`src/rtl/booth_seq_mult_if.sv`:
```
// booth_seq_mult_if: operand/command and HI/LO result bundle
// for the sequential Booth multiplier.
interface booth_seq_mult_if #(
    parameter int WIDTH = 32
);
    logic             start;
    logic             is_signed;
    logic [WIDTH-1:0] a;
    logic [WIDTH-1:0] b;
    logic             wr_hi;
    logic             wr_lo;
    logic [WIDTH-1:0] wr_data;
    logic             busy;
    logic             done;
    logic [WIDTH-1:0] hi;
    logic [WIDTH-1:0] lo;
    logic             of_flag;

    modport master (
        output start, is_signed, a, b,
        output wr_hi, wr_lo, wr_data,
        input  busy, done, hi, lo, of_flag
    );

    modport slave (
        input  start, is_signed, a, b,
        input  wr_hi, wr_lo, wr_data,
        output busy, done, hi, lo, of_flag
    );
endinterface

```
`src/rtl/booth_seq_mult.sv`:
```
// booth_seq_mult: radix-2 Booth multiplier, one add/shift per clock,
// with architectural HI/LO registers for MULT/MULTU and MTHI/MTLO.
module booth_seq_mult #(
    parameter int WIDTH = 32,
    parameter int ITER  = WIDTH + 1
) (
    input  logic              clk,
    input  logic              rst_n,
    booth_seq_mult_if.slave   bus
);
    localparam int PW = 2 * ITER + 1;
    localparam int CW = $clog2(ITER + 1);

    typedef enum logic [1:0] {
        IDLE,
        RUN,
        DONE
    } state_t;

    state_t           state;
    state_t           state_nxt;
    logic             load;
    logic             last;
    logic [ITER-1:0]  m;
    logic [PW-1:0]    p;
    logic [PW-1:0]    p_acc;
    logic [PW-1:0]    p_nxt;
    logic [ITER-1:0]  acc;
    logic [CW-1:0]    cnt;
    logic             sgn;
    logic [WIDTH-1:0] hi_r;
    logic [WIDTH-1:0] lo_r;
    logic             of_r;
    logic [WIDTH-1:0] hi_nxt;
    logic [WIDTH-1:0] lo_nxt;
    logic             of_nxt;
    logic [ITER-1:0]  a_x;
    logic [ITER-1:0]  b_x;
    logic             unused_bits;

    // One extra operand bit lets MULTU reuse the signed datapath.
    assign a_x = {bus.is_signed & bus.a[WIDTH-1], bus.a};
    assign b_x = {bus.is_signed & bus.b[WIDTH-1], bus.b};

    assign last = (cnt == CW'(ITER - 1));

    always_comb begin
        acc = p[PW-1 -: ITER];
        unique case (p[1:0])
            2'b01:   acc = p[PW-1 -: ITER] + m;
            2'b10:   acc = p[PW-1 -: ITER] - m;
            default: acc = p[PW-1 -: ITER];
        endcase
        p_acc = {acc, p[ITER:0]};
        p_nxt = {p_acc[PW-1], p_acc[PW-1:1]};
    end

    assign lo_nxt = p_nxt[WIDTH:1];
    assign hi_nxt = p_nxt[2*WIDTH:WIDTH+1];
    assign of_nxt = sgn ? (hi_nxt != {WIDTH{lo_nxt[WIDTH-1]}})
                        : (hi_nxt != '0);
    assign unused_bits = ^{p_nxt[PW-1:2*WIDTH+1], p_nxt[0]};

    always_ff @(posedge clk or negedge rst_n) begin
        if (!rst_n) state <= IDLE;
        else        state <= state_nxt;
    end

    always_comb begin
        state_nxt = state;
        load      = 1'b0;
        unique case (state)
            IDLE: begin
                if (bus.start) begin
                    load      = 1'b1;
                    state_nxt = RUN;
                end
            end
            RUN: begin
                if (last) state_nxt = DONE;
            end
            DONE: begin
                load      = bus.start;
                state_nxt = bus.start ? RUN : IDLE;
            end
            default: state_nxt = IDLE;
        endcase
    end

    always_ff @(posedge clk or negedge rst_n) begin
        if (!rst_n) begin
            m    <= '0;
            p    <= '0;
            cnt  <= '0;
            sgn  <= 1'b0;
            hi_r <= '0;
            lo_r <= '0;
            of_r <= 1'b0;
        end else begin
            if (load) begin
                m   <= a_x;
                p   <= {{ITER{1'b0}}, b_x, 1'b0};
                cnt <= '0;
                sgn <= bus.is_signed;
            end else if (state == RUN) begin
                p   <= p_nxt;
                cnt <= cnt + CW'(1);
                if (last) begin
                    hi_r <= hi_nxt;
                    lo_r <= lo_nxt;
                    of_r <= of_nxt;
                end
            end
            // Moves share the cycle with a new start; the result lands later.
            if (state != RUN && bus.wr_hi) hi_r <= bus.wr_data;
            if (state != RUN && bus.wr_lo) lo_r <= bus.wr_data;
        end
    end

    assign bus.busy    = (state == RUN);
    assign bus.done    = (state == DONE);
    assign bus.hi      = hi_r;
    assign bus.lo      = lo_r;
    assign bus.of_flag = of_r;
endmodule
```
`src/flat_wrapper.sv`:
```
// flat-port wrapper written by rule: the top's interface ports become plain ports
module booth_seq_mult_flat 
#(
    parameter int WIDTH = 32,
    parameter int ITER  = WIDTH + 1
)
  (clk, rst_n, bus_start, bus_is_signed, bus_a, bus_b, bus_wr_hi, bus_wr_lo, bus_wr_data, bus_busy, bus_done, bus_hi, bus_lo, bus_of_flag);
  booth_seq_mult_if #(.WIDTH(WIDTH)) bus_i ();
  input  logic clk;
  input  logic rst_n;
  input wire logic [$bits(bus_i.start)-1:0] bus_start;
  input wire logic [$bits(bus_i.is_signed)-1:0] bus_is_signed;
  input wire logic [$bits(bus_i.a)-1:0] bus_a;
  input wire logic [$bits(bus_i.b)-1:0] bus_b;
  input wire logic [$bits(bus_i.wr_hi)-1:0] bus_wr_hi;
  input wire logic [$bits(bus_i.wr_lo)-1:0] bus_wr_lo;
  input wire logic [$bits(bus_i.wr_data)-1:0] bus_wr_data;
  output wire logic [$bits(bus_i.busy)-1:0] bus_busy;
  output wire logic [$bits(bus_i.done)-1:0] bus_done;
  output wire logic [$bits(bus_i.hi)-1:0] bus_hi;
  output wire logic [$bits(bus_i.lo)-1:0] bus_lo;
  output wire logic [$bits(bus_i.of_flag)-1:0] bus_of_flag;
  assign bus_i.start = bus_start;
  assign bus_i.is_signed = bus_is_signed;
  assign bus_i.a = bus_a;
  assign bus_i.b = bus_b;
  assign bus_i.wr_hi = bus_wr_hi;
  assign bus_i.wr_lo = bus_wr_lo;
  assign bus_i.wr_data = bus_wr_data;
  assign bus_busy = bus_i.busy;
  assign bus_done = bus_i.done;
  assign bus_hi = bus_i.hi;
  assign bus_lo = bus_i.lo;
  assign bus_of_flag = bus_i.of_flag;
  booth_seq_mult #(.WIDTH(WIDTH), .ITER(ITER)) u_core (.clk(clk), .rst_n(rst_n), .bus(bus_i));
endmodule
```
`config.mk`:
```
export PLATFORM = sky130hd
export DESIGN_NAME = booth_seq_mult_flat
export DESIGN_NICKNAME = d
export VERILOG_FILES = /design/src/rtl/booth_seq_mult_if.sv /design/src/rtl/booth_seq_mult.sv /design/src/flat_wrapper.sv
export SDC_FILE = /design/constraint.sdc
export NUM_CORES = 1
export LEC_CHECK = 0
export BUFFER_PORTS_ARGS = -buffer_cell sky130_fd_sc_hd__clkbuf_2
export CAP_MARGIN = 20
export CELL_PAD_IN_SITES_DETAIL_PLACEMENT = 1
export CELL_PAD_IN_SITES_GLOBAL_PLACEMENT = 2
export CORE_UTILIZATION = 35
export CTS_BUF_LIST = sky130_fd_sc_hd__clkbuf_4
export CTS_CLUSTER_SIZE = 28
export DETAILED_ROUTE_END_ITERATION = 6
export PLACE_DENSITY_LB_ADDON = 0.1
export SLEW_MARGIN = 10
export SYNTH_ARGS = -nofsm -noshare
export SYNTH_HDL_FRONTEND = slang
export SYNTH_SLANG_ARGS = --single-unit
```
`constraint.sdc`:
```
create_clock -name clk -period 5.2 [get_ports clk]
set_input_delay 0.52 -clock clk [delete_from_list [all_inputs] [get_ports clk]]
set_output_delay 0.52 -clock clk [all_outputs]
set_load 0.1 [all_outputs]
```
==> impl_summary.md <==
Synth
The number of different library cells in the post-synthesis netlist is between 70 and 80. In this run, synthesis inferred 0 flip-flops with an integrated enable. Counting every instance in the synthesized netlist gives between 1000 and 1500.

The mean cell area of the mapped netlist is 8.297 sq um. The number of warning messages in the yosys log is 0. The primary flip-flop cell chosen by synthesis mapping is sky130_fd_sc_hd__dfrtp_1. The sequential share of the synthesized area is between 40 and 50%. The post-synthesis instance area is ~10000 sq um.

The proportion of register bits with asynchronous set or reset after synthesis is between 90% and 100%. Counting flops and latches in the post-synthesis netlist gives 173. Synthesis produced a netlist with a net count of between 1000 and 1500.

Setup path
In this run the critical register-to-register path is captured at u_core.bus.of_flag. The worst setup path is launched from a register. The worst setup path startpoint is u_core.m[3]. The arrival time at the worst endpoint is between 5 and 6 ns. The startpoint of the lowest-slack register-to-register path is u_core.m[3]. The cell count of the worst reg-to-reg path is 19. The capturing element type of the critical path is a register. The critical path required time is around 5.7 ns. Along the worst path, the maximum fanout reaches 9. The worst register-to-register path has a setup slack of roughly 0.34 ns. The critical path is of the register to register type.

Final layout
The sequential cell area is 4329 sq um. The most common cell after layout, fill and taps aside is sky130_fd_sc_hd__nand2_1. The footprint of the multi-input gates is slightly below 6000 sq um. Leaving out fill and tap cells, the most frequent cells in the layout are 315 x sky130_fd_sc_hd__nand2_1, 173 x sky130_fd_sc_hd__dfrtp_1, 167 x sky130_fd_sc_hd__clkbuf_2. The layout filler cell count is ~3600. Measured on the finished design, the core utilization comes to between 40% and 50%. The number of nets in the finished design is 1541. The synthesis-to-layout area growth is 15.95%. The post-route netlist has roughly 18% of its cells at a drive strength greater than 1. Once layout is done, the placed cells without fillers occupy roughly 12000 sq um.

STA
The number of max-slew violations in the final report came to 0. The number of hold-slack violations in the final timing report is 0. For the final database, setup skew stands at roughly 0.026 ns.

The headroom to the max-slew limit is a little under two fifths. Hold timing on the final database bottoms out at a slack of roughly 0.094 ns. The highest achievable clock rate is roughly 210 MHz. The clock period could shrink to 4.862 ns. The portion of the clock cycle consumed by the worst path in the final layout is just over 90%. The actual slew at the worst max-slew pin is ~0.93 ns.

The number of endpoints failing setup at the final stage is 0. Setup repair after global routing left no endpoint under its margin. For the final routed database, the setup TNS stands at 0 ns.

Min path
The path with the worst hold slack has its endpoint at u_core.m[27]. The class of the most critical hold timing path is input pin to register. The cell depth of the worst min-delay path is 3.

The launch point of the worst hold path is bus_a[27].

CTS
The sink count of the clock tree is 173. The clock tree synthesis step divided the H-tree into 4 levels. In this run the deepest clock path goes through 2 buffers. The clock latency at the later pin of the worst-skew pair is about 0.62 ns. The clock root buffer is sky130_fd_sc_hd__clkbuf_4. The number of buffers added by the clock tree synthesis step is 17. Clock-pin slew was measured on the worst setup and hold paths at between 0.15 and 0.2 ns. The clock tree from TritonCTS is built.

GRT
The maximum number of pins on one net before global-route repair is 116. The total overflow reported by the global router is 0. The initial antenna violation count is 2. Across every metal layer, demand over resource in global routing totals around 25%. The first global-routing pass estimated between 60000 and 70000 microns of wire.

The number of global-route vias before repair is 10230.

Routing
After detailed routing, the average wire length per cell comes to about 21 microns. The violation count after the first detailed-routing iteration is between 500 and 600. Summing over every cut layer, the via total after detailed routing is roughly 10000. The residual antenna-violating net count after detailed routing is 0.

Summed over all layers, the routed wires come to roughly 38000 microns. The via density per instance is roughly 5.5. The first-pass detailed-route iteration total is 5. After detailed routing, the number of remaining DRC violations is 0.

Die
The die area is approximately 31000 sq um. The initial utilization of the core area, before any placement, comes to a little over a third. In this run the count of I/O pins placed on the die edge is 169. The core region is between 20000 and 30000 sq um. The height of the die is about 170 microns. The initialized floorplan defines a little over 60 standard-cell rows. The die is around 170 microns wide.

Run
The total of max-cap violations is 0.

Outcome
The flow ran to the end, and the final reports show no timing, DRC or antenna violations.

Placement
The HPWL after detailed placement is between 20000 and 30000 microns. At the end of routability-driven placement, the weighted congestion stood at approximately 0.9. The number of port buffers is around 170. After detailed placement, the total cell area comes to ~12000 sq um.
[worst max-delay path, cell delays in order (launching register included)]
cell and delay, ns:
sky130_fd_sc_hd__dfrtp_1 0.45, sky130_fd_sc_hd__nor3_2 0.25, sky130_fd_sc_hd__nand2_1 0.13, sky130_fd_sc_hd__nor2_1 0.12
sky130_fd_sc_hd__and3_1 0.26, sky130_fd_sc_hd__and3_1 0.28, sky130_fd_sc_hd__nor2_1 0.08, sky130_fd_sc_hd__xnor2_1 0.15
sky130_fd_sc_hd__ha_1 0.36, sky130_fd_sc_hd__buf_4 0.19, sky130_fd_sc_hd__nand3_1 0.16, sky130_fd_sc_hd__nor4_2 0.45
sky130_fd_sc_hd__o211ai_1 0.24, sky130_fd_sc_hd__nand3_1 0.25, sky130_fd_sc_hd__a21boi_0 0.15, sky130_fd_sc_hd__xnor2_1 0.15
sky130_fd_sc_hd__mux2i_1 0.46, sky130_fd_sc_hd__nand4_1 0.24, sky130_fd_sc_hd__a221oi_2 0.32, sky130_fd_sc_hd__o21ai_1 0.10
[final cells by class]
class / count / area share (%)
timing repair buffer: 201 / 9.416
clock buffer: 18 / 1.114
multi-input combinational: 983 / 47.84
clock inverter: 12 / 1.134
sequential: 173 / 35.68
inverter: 26 / 0.8045
antenna: 2 / 0.04125
tap: 384 / 3.960
[state kept, by name, indices dropped and copies added, names as in the netlist]
name and flops:
u_core.bus.of_flag 1, u_core.p 66, u_core.sgn 1, u_core.state 2, u_core.bus.lo 32, u_core.m 33
u_core.bus.hi 32, u_core.cnt 6
[Yosys cell counts (3+ instances only)]
master,instances,area (sq um)
sky130_fd_sc_hd__ha_1,36,450.4
sky130_fd_sc_hd__o211ai_1,10,75.07
sky130_fd_sc_hd__and3_1,16,100.1
sky130_fd_sc_hd__a41oi_1,3,26.28
sky130_fd_sc_hd__inv_1,24,90.09
sky130_fd_sc_hd__xnor2_1,41,359.1
sky130_fd_sc_hd__nand2_1,317,1190
sky130_fd_sc_hd__or3_1,7,43.79
sky130_fd_sc_hd__o22ai_1,16,100.1
sky130_fd_sc_hd__and4_1,6,52.55
sky130_fd_sc_hd__a21boi_0,6,45.04
sky130_fd_sc_hd__o31a_1,8,70.07
sky130_fd_sc_hd__nand3_1,16,80.08
sky130_fd_sc_hd__mux2_2,4,45.04
sky130_fd_sc_hd__a211o_1,3,26.28
sky130_fd_sc_hd__buf_1,6,22.52
sky130_fd_sc_hd__o31ai_1,11,82.58
sky130_fd_sc_hd__a22oi_1,36,270.3
sky130_fd_sc_hd__nor3b_1,4,30.03
sky130_fd_sc_hd__buf_2,7,35.03
sky130_fd_sc_hd__nor2_1,84,315.3
sky130_fd_sc_hd__o21a_1,13,97.59
sky130_fd_sc_hd__nand4_1,15,93.84
sky130_fd_sc_hd__nand2b_1,4,25.02
sky130_fd_sc_hd__nor4_1,13,81.33
sky130_fd_sc_hd__a21o_1,12,90.09
sky130_fd_sc_hd__a21oi_1,65,325.3
sky130_fd_sc_hd__dfrtp_1,173,4329
sky130_fd_sc_hd__and2_1,9,56.30
sky130_fd_sc_hd__o21ai_1,8,40.04
sky130_fd_sc_hd__nand4bb_1,3,33.78
sky130_fd_sc_hd__xor2_1,9,78.83
sky130_fd_sc_hd__nor2b_1,7,43.79
sky130_fd_sc_hd__clkbuf_1,66,247.7
sky130_fd_sc_hd__nor3_1,25,125.1
sky130_fd_sc_hd__o21ai_0,58,290.3
sky130_fd_sc_hd__a22o_1,15,131.4
sky130_fd_sc_hd__a31oi_1,49,306.5
sky130_fd_sc_hd__mux2i_1,13,130.1
[kinds of logic (layout without fill, tap and decap cells)]
logic type | count (synthesis) | in the layout | share of synthesized area (%)
compound gates | 339 | 339 | 21.39
xor+xnor | 50 | 50 | 4.186
fa+ha+maj | 37 | 37 | 4.497
buf+inv | 105 | 257 | 3.851
flops | 173 | 173 | 41.38
mux | 17 | 17 | 1.674
other cells | 0 | 2 | 0
simple gates | 540 | 540 | 23.02
[how the worst max path moves through the flow]
stage                         end  cells past startpoint
3_3_place_gp   u_core.bus.of_flag                     18
2_1_floorplan  u_core.bus.of_flag                     20
4_1_cts        u_core.bus.of_flag                     19
5_1_grt        u_core.bus.of_flag                     18
3_5_place_dp   u_core.bus.of_flag                     18
6_report       u_core.bus.of_flag                     19
[repair_timing]
item | in CTS | in global routing
gates resized for setup | 2 | 8
hold buffers | 1 | 0
setup buffers | 0 | 0
endpoints found under the hold margin | 58 | 0
setup endpoints to repair | 1 | 3
cloned | 0 | 0
[layer usage]
metal | part of all wire [%] | global-route usage [%]
met1 | 46 | 34.57
met2 | 46 | 40.41
met3 | 5.6 | 5.962
met5 | 0 | 0
met4 | 1.8 | 6.558
[stage by stage]
step,cells,setup slack (ns)
finish,1799,0.3384
global route,1799,0.04198
CTS,1796,0.02149
detailed placement,1765,-0.1767
global placement,1765,-0.1558
floorplan,1261,0.9282
Power is not shown: default switching activity piles up to over one toggle a cycle in this logic, so the estimate is an artifact.
